$ cat config.mk
export PLATFORM = sky130hd
export DESIGN_NAME = mips_pc_decode_alu
export DESIGN_NICKNAME = d
export VERILOG_FILES = /design/src/rtl/mips_pkg.sv /design/src/rtl/mips_alu.sv /design/src/rtl/mips_pc_decode_alu.sv
export SDC_FILE = /design/constraint.sdc
export NUM_CORES = 1
export LEC_CHECK = 0
export ABC_AREA = 1
export CORE_MARGIN = 2
export CORE_UTILIZATION = 35
export CTS_CLUSTER_DIAMETER = 150
export DETAILED_ROUTE_END_ITERATION = 6
export GPL_TIMING_DRIVEN = 0
export PLACE_DENSITY = 0.55
export SYNTH_ARGS = -nofsm -noshare
export SYNTH_HDL_FRONTEND = slang
export SYNTH_SLANG_ARGS = --single-unit
$ cat constraint.sdc
create_clock -name clock -period 8.1 [get_ports clock]
set_input_delay 0.81 -clock clock [delete_from_list [all_inputs] [get_ports clock]]
set_output_delay 0.81 -clock clock [all_outputs]
set_load 0.01 [all_outputs]
$ cat src/rtl/mips_pkg.sv
// mips_pkg: opcode, ALU function and control-vector constants shared by the datapath core
package mips_pkg;
  localparam logic [31:0] RESET_PC_INIT = 32'h003F_FFFC;
  localparam logic [5:0] OP_RTYPE = 6'h00;
  localparam logic [5:0] OP_J     = 6'h02;
  localparam logic [5:0] OP_BEQ   = 6'h04;
  localparam logic [5:0] OP_BNE   = 6'h05;
  localparam logic [5:0] OP_ADDI  = 6'h08;
  localparam logic [5:0] OP_ADDIU = 6'h09;
  localparam logic [5:0] OP_SLTI  = 6'h0A;
  localparam logic [5:0] OP_SLTIU = 6'h0B;
  localparam logic [5:0] OP_ANDI  = 6'h0C;
  localparam logic [5:0] OP_ORI   = 6'h0D;
  localparam logic [5:0] OP_XORI  = 6'h0E;
  localparam logic [5:0] OP_LW    = 6'h23;
  localparam logic [5:0] OP_SW    = 6'h2B;
  localparam logic [5:0] ALU_NONE = 6'h00;
  localparam logic [5:0] ALU_JR   = 6'h08;
  localparam logic [5:0] ALU_ADD  = 6'h20;
  localparam logic [5:0] ALU_ADDU = 6'h21;
  localparam logic [5:0] ALU_SUB  = 6'h22;
  localparam logic [5:0] ALU_SUBU = 6'h23;
  localparam logic [5:0] ALU_AND  = 6'h24;
  localparam logic [5:0] ALU_OR   = 6'h25;
  localparam logic [5:0] ALU_XOR  = 6'h26;
  localparam logic [5:0] ALU_NOR  = 6'h27;
  localparam logic [5:0] ALU_SLT  = 6'h2A;
  localparam logic [5:0] ALU_SLTU = 6'h2B;
  localparam logic [5:0] ALU_BEQ  = 6'h38;
  localparam logic [5:0] ALU_BNE  = 6'h39;
  typedef struct packed {
    logic reg_dst;
    logic mem_read;
    logic mem_to_reg;
    logic mem_write;
    logic alu_src;
    logic reg_write;
  } ctrl_t;
  localparam ctrl_t CTRL_NONE  = 6'b000000;
  localparam ctrl_t CTRL_RTYPE = 6'b100001;
  localparam ctrl_t CTRL_JR    = 6'b100000;
  localparam ctrl_t CTRL_IMM   = 6'b000011;
  localparam ctrl_t CTRL_LW    = 6'b011011;
  localparam ctrl_t CTRL_SW    = 6'b000110;
endpackage

$ cat src/rtl/mips_alu.sv
// mips_alu: 32-bit ALU producing result plus branch/jump flags from a MIPS function code
module mips_alu
  import mips_pkg::*;
(
  input  logic [31:0] a,
  input  logic [31:0] b,
  input  logic [5:0]  fn,
  output logic [31:0] result,
  output logic        branch,
  output logic        jump
);
  always_comb begin
    result = '0;
    branch = 1'b0;
    jump   = 1'b0;
    case (fn)
      ALU_ADD, ALU_ADDU: result = a + b;
      ALU_SUB, ALU_SUBU: result = a - b;
      ALU_AND:           result = a & b;
      ALU_OR:            result = a | b;
      ALU_XOR:           result = a ^ b;
      ALU_NOR:           result = ~(a | b);
      ALU_SLT:           result = {31'd0, $signed(a) < $signed(b)};
      ALU_SLTU:          result = {31'd0, a < b};
      ALU_BEQ:           branch = (a == b);
      ALU_BNE:           branch = (a != b);
      ALU_JR: begin
        jump   = 1'b1;
        result = a;
      end
      default: ;
    endcase
  end
endmodule

$ cat src/rtl/mips_pc_decode_alu.sv
// mips_pc_decode_alu: single-cycle MIPS core slice -- PC register, main decoder, imm/ALU-B select, ALU
module mips_pc_decode_alu
  import mips_pkg::*;
#(
  parameter logic [31:0] RESET_PC = RESET_PC_INIT
) (
  input  logic        clock,
  input  logic        reset,
  input  logic [31:0] instruction,
  input  logic [31:0] rs_data,
  input  logic [31:0] rt_data,
  output logic [31:0] pc,
  output logic [31:0] pc_plus4,
  output logic        reg_dst,
  output logic        mem_read,
  output logic        mem_to_reg,
  output logic        mem_write,
  output logic        alu_src,
  output logic        reg_write,
  output logic [5:0]  alu_op,
  output logic [31:0] alu_result,
  output logic        branch,
  output logic        jump,
  output logic        halt
);
  logic [5:0]  opcode;
  logic [5:0]  funct;
  logic [31:0] imm;
  ctrl_t       ctrl;
  assign opcode   = instruction[31:26];
  assign funct    = instruction[5:0];
  assign imm      = {{16{instruction[15]}}, instruction[15:0]};
  assign halt     = (instruction == 32'h0);
  assign pc_plus4 = pc + 32'd4;
  // branch/jump are status only; the PC always steps unless halted
  always_ff @(posedge clock or negedge reset)
    if (!reset) pc <= RESET_PC;
    else if (!halt) pc <= pc_plus4;
  always_comb begin
    ctrl   = CTRL_NONE;
    alu_op = ALU_NONE;
    case (opcode)
      OP_RTYPE: begin
        ctrl   = (funct == ALU_JR) ? CTRL_JR : CTRL_RTYPE;
        alu_op = funct;
      end
      OP_ADDI:  begin ctrl = CTRL_IMM; alu_op = ALU_ADD;  end
      OP_ADDIU: begin ctrl = CTRL_IMM; alu_op = ALU_ADDU; end
      OP_ANDI:  begin ctrl = CTRL_IMM; alu_op = ALU_AND;  end
      OP_ORI:   begin ctrl = CTRL_IMM; alu_op = ALU_OR;   end
      OP_XORI:  begin ctrl = CTRL_IMM; alu_op = ALU_XOR;  end
      OP_SLTI:  begin ctrl = CTRL_IMM; alu_op = ALU_SLT;  end
      OP_SLTIU: begin ctrl = CTRL_IMM; alu_op = ALU_SLTU; end
      OP_LW:    begin ctrl = CTRL_LW;  alu_op = ALU_ADDU; end
      OP_SW:    begin ctrl = CTRL_SW;  alu_op = ALU_ADDU; end
      OP_BEQ:   alu_op = ALU_BEQ;
      OP_BNE:   alu_op = ALU_BNE;
      OP_J:     alu_op = ALU_JR;
      default: ;
    endcase
  end
  assign reg_dst    = ctrl.reg_dst;
  assign mem_read   = ctrl.mem_read;
  assign mem_to_reg = ctrl.mem_to_reg;
  assign mem_write  = ctrl.mem_write;
  assign alu_src    = ctrl.alu_src;
  assign reg_write  = ctrl.reg_write;
  mips_alu u_alu (
    .a      (rs_data),
    .b      (alu_src ? imm : rt_data),
    .fn     (alu_op),
    .result (alu_result),
    .branch (branch),
    .jump   (jump)
  );
endmodule

# ---- After elaboration in Yosys (flattened, before gate mapping)
# Index checks and enable logic that the tools add are counted.
dict set report totals {
  word_cells 51
  output_inout_bits 111
  regBits 32
}
dict set report op_classes {
  add_sub_neg 3
  mux 7
  eq_ne 28
  n_bitwise 4
  magnitude_cmp 2
  n_reduce_logical 6
}
# op n
set op_table {}
lappend op_table {{$pmux 32 s9} 1}
lappend op_table {{$eq 6x6->1 const B} 14}
lappend op_table {{$pmux 6 s11} 1}
lappend op_table {{$lt 32x32->1} 2}
lappend op_table {{$eq 6x4->1 const B} 9}
lappend op_table {{$add 32x3->32 const B} 1}
lappend op_table {{$add 32x32->32} 1}
lappend op_table {{$and 32x32->32} 1}
lappend op_table {{$eq 32x32->1} 1}
lappend op_table {{$logic_not 32->1} 1}
lappend op_table {{$mux 32} 1}
lappend op_table {{$ne 32x32->1} 1}
lappend op_table {{$not 32->32} 1}
lappend op_table {{$or 32x32->32} 1}
lappend op_table {{$sub 32x32->32} 1}
lappend op_table {{$xor 32x32->32} 1}
lappend op_table {{$pmux 6 s4} 1}
lappend op_table {{$eq 6x3->1 const B} 2}
lappend op_table {{$reduce_or 7->1} 1}
lappend op_table {{$eq 6x2->1 const B} 1}
lappend op_table {{$logic_not 6->1} 1}
lappend op_table {{$reduce_or 2->1} 2}
lappend op_table {{$reduce_or 3->1} 1}
lappend op_table {{$mux 1} 2}
lappend op_table {{$pmux 1 s2} 1}

# ---- Depth between registers and ports, before layout
dict set report logic_depth {
  ltp_word 7
  depth_mapped 28
  ltp_nobuf 25
}

# ---- Modules after synthesis
# A second synthesis with hierarchy kept.
dict set report unflattened {
  hier_cells 1914
  hier_area_um2 9944.5
}
# module area_per_inst_um2 n_inst cells_per_inst
set modules_own_cells {}
lappend modules_own_cells {mips_alu 7018.0 1 1413}
lappend modules_own_cells {mips_pc_decode_alu 2926.6 1 501}

# ---- Worst setup path before layout
# Ideal clock, no wire load.
dict set report synth_timing {
  kind {input to output}
  from {in instruction[30]}
  to {out alu_result[20]}
  n_path_buf 3
  arrival_time_ns 3.868
  stages 25
  path_slack_ns 3.422
  required_ns 7.290
  cell_sequence {nor2_4 > buf_4 > nand4_2 > nor2_1 > nor3_1 > nand3_1 > buf_2 > buf_2 > nand2_1 > o21ai_0 > ha_1 > inv_1 > fa_1 > o21ai_0 > nand2_1 > nand2_1 > nand2_1 > nand2_1 > nand2_1 > nand2_1 > nand2_1 > nand2_1 > nor2_1 > nor2_1 > nand2_1}
}
dict set report synth_between {
  elab_chain_len 7
}
# element line
set synth_rtl {}
lappend synth_rtl {{start, declared} mips_pc_decode_alu.sv:9} ;# input logic [31:0] instruction,
lappend synth_rtl {{$eq 6x4->1} mips_pc_decode_alu.sv:42} ;# case (opcode)
lappend synth_rtl {{$reduce_or 7->1 (no line)} n/a}
lappend synth_rtl {{$pmux 6 s4 *} mips_pc_decode_alu.sv:42}
lappend synth_rtl {{named net alu_src} mips_pc_decode_alu.sv:18} ;# output logic alu_src,
lappend synth_rtl {{$mux 32 *} mips_pc_decode_alu.sv:70} ;# .b (alu_src ? imm : rt_data),
lappend synth_rtl {{parallel branches: the longest is 2 deep, another holds $sub 32x32->32} n/a}
lappend synth_rtl {{$pmux 32 s9 *} mips_alu.sv:16} ;# case (fn)
lappend synth_rtl {{end, declared} mips_pc_decode_alu.sv:21} ;# output logic [31:0] alu_result,
# Mark *: on every way through the listed nets, which the timed path passes.

# ---- Worst setup path in the final report
dict set report layout_timing {
  from {in instruction[29]}
  to {out alu_result[28]}
}
dict set report layout_between {
  elab_chain_len 7
}
# element line
set layout_rtl {}
lappend layout_rtl {{parallel branches: the longest is 6 deep, another holds $sub 32x32->32} n/a}
lappend layout_rtl {{$pmux 32 s9 *} mips_alu.sv:16}
# Every way passes the cells marked *.

==> impl_metrics.csv <==
group,metric,value,unit
layout,fillers,3177,
layout,final_common_cell,"nand2_1",
clocking,cts_tree,"built",
pwr,peakVddDrop,64.97,µV
worst_setup_path,critPathLaunchType,"primary input",
synthesis,synth.avg_cell_area,5.281,µm²
worst_setup_path,crit_path_max_fanout,10,
clocking,cts_buffer_depth,2,
sta,setup_viol,0,
detailed_routing,vias_per_cell,5.061,
clocking,holdBufCountCts,0,
synthesis,synth_top_area_frac,0.2076,
clocking,cts_resized,0,
synthesis,synth_seq_area_share,0.07945,
worst_setup_path,path_class,"in -> out",
layout,syn_to_final_growth,27.52,%
worst_setup_path,worstPathRequired,7.29,ns
layout,num-nets-final,2260,
sta,clock.fmax,132.5,MHz
floorplanning,coreArea,0.02763,mm²
synthesis,async_flop_share,1.000,
floorplanning,fp-row-count,61,
layout,reg_top3,"pc (30)",
synthesis,synth-seq-cells,30,
sta,timing.setup.tns,0,ns
global_routing,grt_pass1_vias,11760,
layout,regMostFlops,"pc",
clocking,cts_root_buffer,"clkbuf_16",
synthesis,yosys_warnings,0,
detailed_routing,drt_iter0_markers,1037,
detailed_routing,wirelength,46990,µm
sta,fin_crit,7.548,ns
synthesis,synthTopCellsByArea,"nand2_1, inv_1, ha_1",
sta,finalWorstSetupSlack,0.5524,ns
floorplanning,initial_core_util,0.3534,
run,maxCapViolations,0,
sta,clock-skew-final,0.002892,ns
sta,rsz0062_at_grt,"no",
detailed_routing,ant_nets,0,
detailed_routing,wl_per_cell,19.24,µm
worst_hold_path,hold_depth,2,
global_routing,grt_max_degree,31,
clocking,htreeDepth,2,
synthesis,syn_area,0.009764,mm²
floorplanning,die_area,0.02925,mm²
layout,mostFrequentLayoutCells,"nand2_1, inv_1, nor2_1, clkdlybuf4s50_1, nand3_1",
layout,drive_gt1_frac,0.04893,
clocking,cts_setup_buffers,0,
worst_setup_path,end_kind,"output port",
detailed_routing,drtPass1Iterations,5,
global_routing,grt_pass1_wl,68930,µm
floorplanning,ios,209,
sta,fin_crit_sh,0.9318,
sta,max_slew_margin,0.3748,
placed_design,gp_congestion,1.028,
worst_setup_path,r2r_cells,10,
synthesis,yosys.area.top_type,"nand2_1",
sta,timing.final.max_slew_violations,0,
layout,largest_reg_flops,30,
clocking,insertion_delay,0.28,ns
worst_setup_path,worst-r2r-setup-slack,5.55,ns
worst_hold_path,hp-class,"reg -> reg",
synthesis,ys.flop_type,"dfstp_2",
placed_design,post-place-ws,0.6986,ns
clocking,cts.reportedPaths.clkPinSlew,0.05,ns
layout,diodes,0,
run_status,status,"complete, no violations",
placed_design,io_buffers,204,
pwr,p_leak,6.446,nW
sta,tightest_slew,0.9351,ns
worst_setup_path,arrival,6.74,ns
floorplanning,die_y,171.0,µm
clocking,clkSinkCount,30,
synthesis,synthCells,1849,
global_routing,grt.total_usage,0.3163,
clocking,cts_made_buffers,5,
floorplanning,die_w,171.0,µm
layout,final_util,0.4507,
detailed_routing,dr_total_vias,12360,
detailed_routing,drc,0,
pwr,power_density,91.49,mW/mm²
global_routing,antenna_found_initial,1,
synthesis,ys_types,44,
sta,finalHoldViolCount,0,
synthesis,synth_edf_count,0,
global_routing,grt-ovfl-total,0,
placed_design,hpwl,39100,µm
synthesized netlist by cell type, types with 11 or more instances:
library cell and instances:
nand3_1 151, o21ai_1 11, nand3b_1 12, nand4_1 30
nand2_1 540, inv_1 345, o21ai_0 104, nor3_1 27
dfstp_2 20, nor2_1 232, buf_2 11, ha_1 97
xor2_1 48, clkbuf_1 28, buf_4 13, a21oi_1 87
power breakdown:
group          internal (W)  switching (W)
logic              0.000256       0.000527
clock network      0.000139      0.0000668
registers          0.000151  0.00000000109
total              0.000545       0.000594
layer usage:
metal | routed length, µm | part of all wire | GRT usage
met1 | 20530 | 0.44 | 0.4123
met2 | 20630 | 0.44 | 0.5138
met3 | 3587 | 0.076 | 0.05922
met4 | 2246 | 0.048 | 0.1256
met5 | 0 | 0 | 0
path summary, 6_finish.rpt:
check                             startpoint            endpoint
min                        pc[3]$_DFFE_PN1N_   pc[3]$_DFFE_PN1N_
max                          instruction[29]      alu_result[28]
max reg2reg                pc[2]$_DFFE_PN1N_  pc[28]$_DFFE_PN0N_
min in group asynchronous              reset  pc[31]$_DFFE_PN0N_
min reg2reg                pc[3]$_DFFE_PN1N_   pc[3]$_DFFE_PN1N_
max in group asynchronous              reset  pc[23]$_DFFE_PN0N_
through the flow:
| step | hold slack, ns | area [µm²] | instances | power [W] |
|---|---|---|---|---|
| floorplan | 0.4876 | 9776 | 1852 | 0.0006152 |
| global placement | 0.4809 | 12290 | 2434 | 0.0009186 |
| detailed placement | 0.4876 | 12290 | 2434 | 0.0009177 |
| CTS | 0.4923 | 12450 | 2442 | 0.001129 |
| global route | 0.4983 | 12450 | 2442 | 0.001223 |
| finish | 0.4895 | 12450 | 2442 | 0.001139 |
cells by family after synthesis:
kind of cell / after synthesis / share of synthesized area
adders and majority gates: 99 / 0.1284
other: 1 / 0.0003840
buffers and inverters: 407 / 0.1662
AOI/OAI and AO/OA: 218 / 0.1180
and+or+nand+nor: 1042 / 0.4609
xor gates and xnor gates: 52 / 0.04664
DFF: 30 / 0.07945
critical path: stages:
cell and delay [ns]:
clkdlybuf4s50_1 0.59, inv_2 0.17, nor2_4 0.06, nand3_2 0.12
inv_2 0.06, nor3_1 0.25, nand3_1 0.41, nand2_1 0.67
buf_2 0.36, o21ai_0 0.21, ha_1 0.35, clkbuf_1 0.31
nand2_1 0.22, o21ai_0 0.70, a21oi_1 0.31, nor2_1 0.17
nor2_1 0.07, nand3_1 0.08, nand3_1 0.12, nand3_1 0.11
clkdlybuf4s50_1 0.55
area by class of cell:
type / instances / area [µm²] / share of cell area
sequential: 30 / 775.7 / 0.06230
buffer: 56 / 302.8 / 0.02432
multi-input combinational: 1415 / 7377 / 0.5924
inverter: 351 / 1320 / 0.1060
clock buffer: 8 / 166.4 / 0.01336
timing repair buffer: 204 / 2037 / 0.1636
tap: 378 / 473.0 / 0.03798
Note: power is estimated with default switching activity, not from simulation.
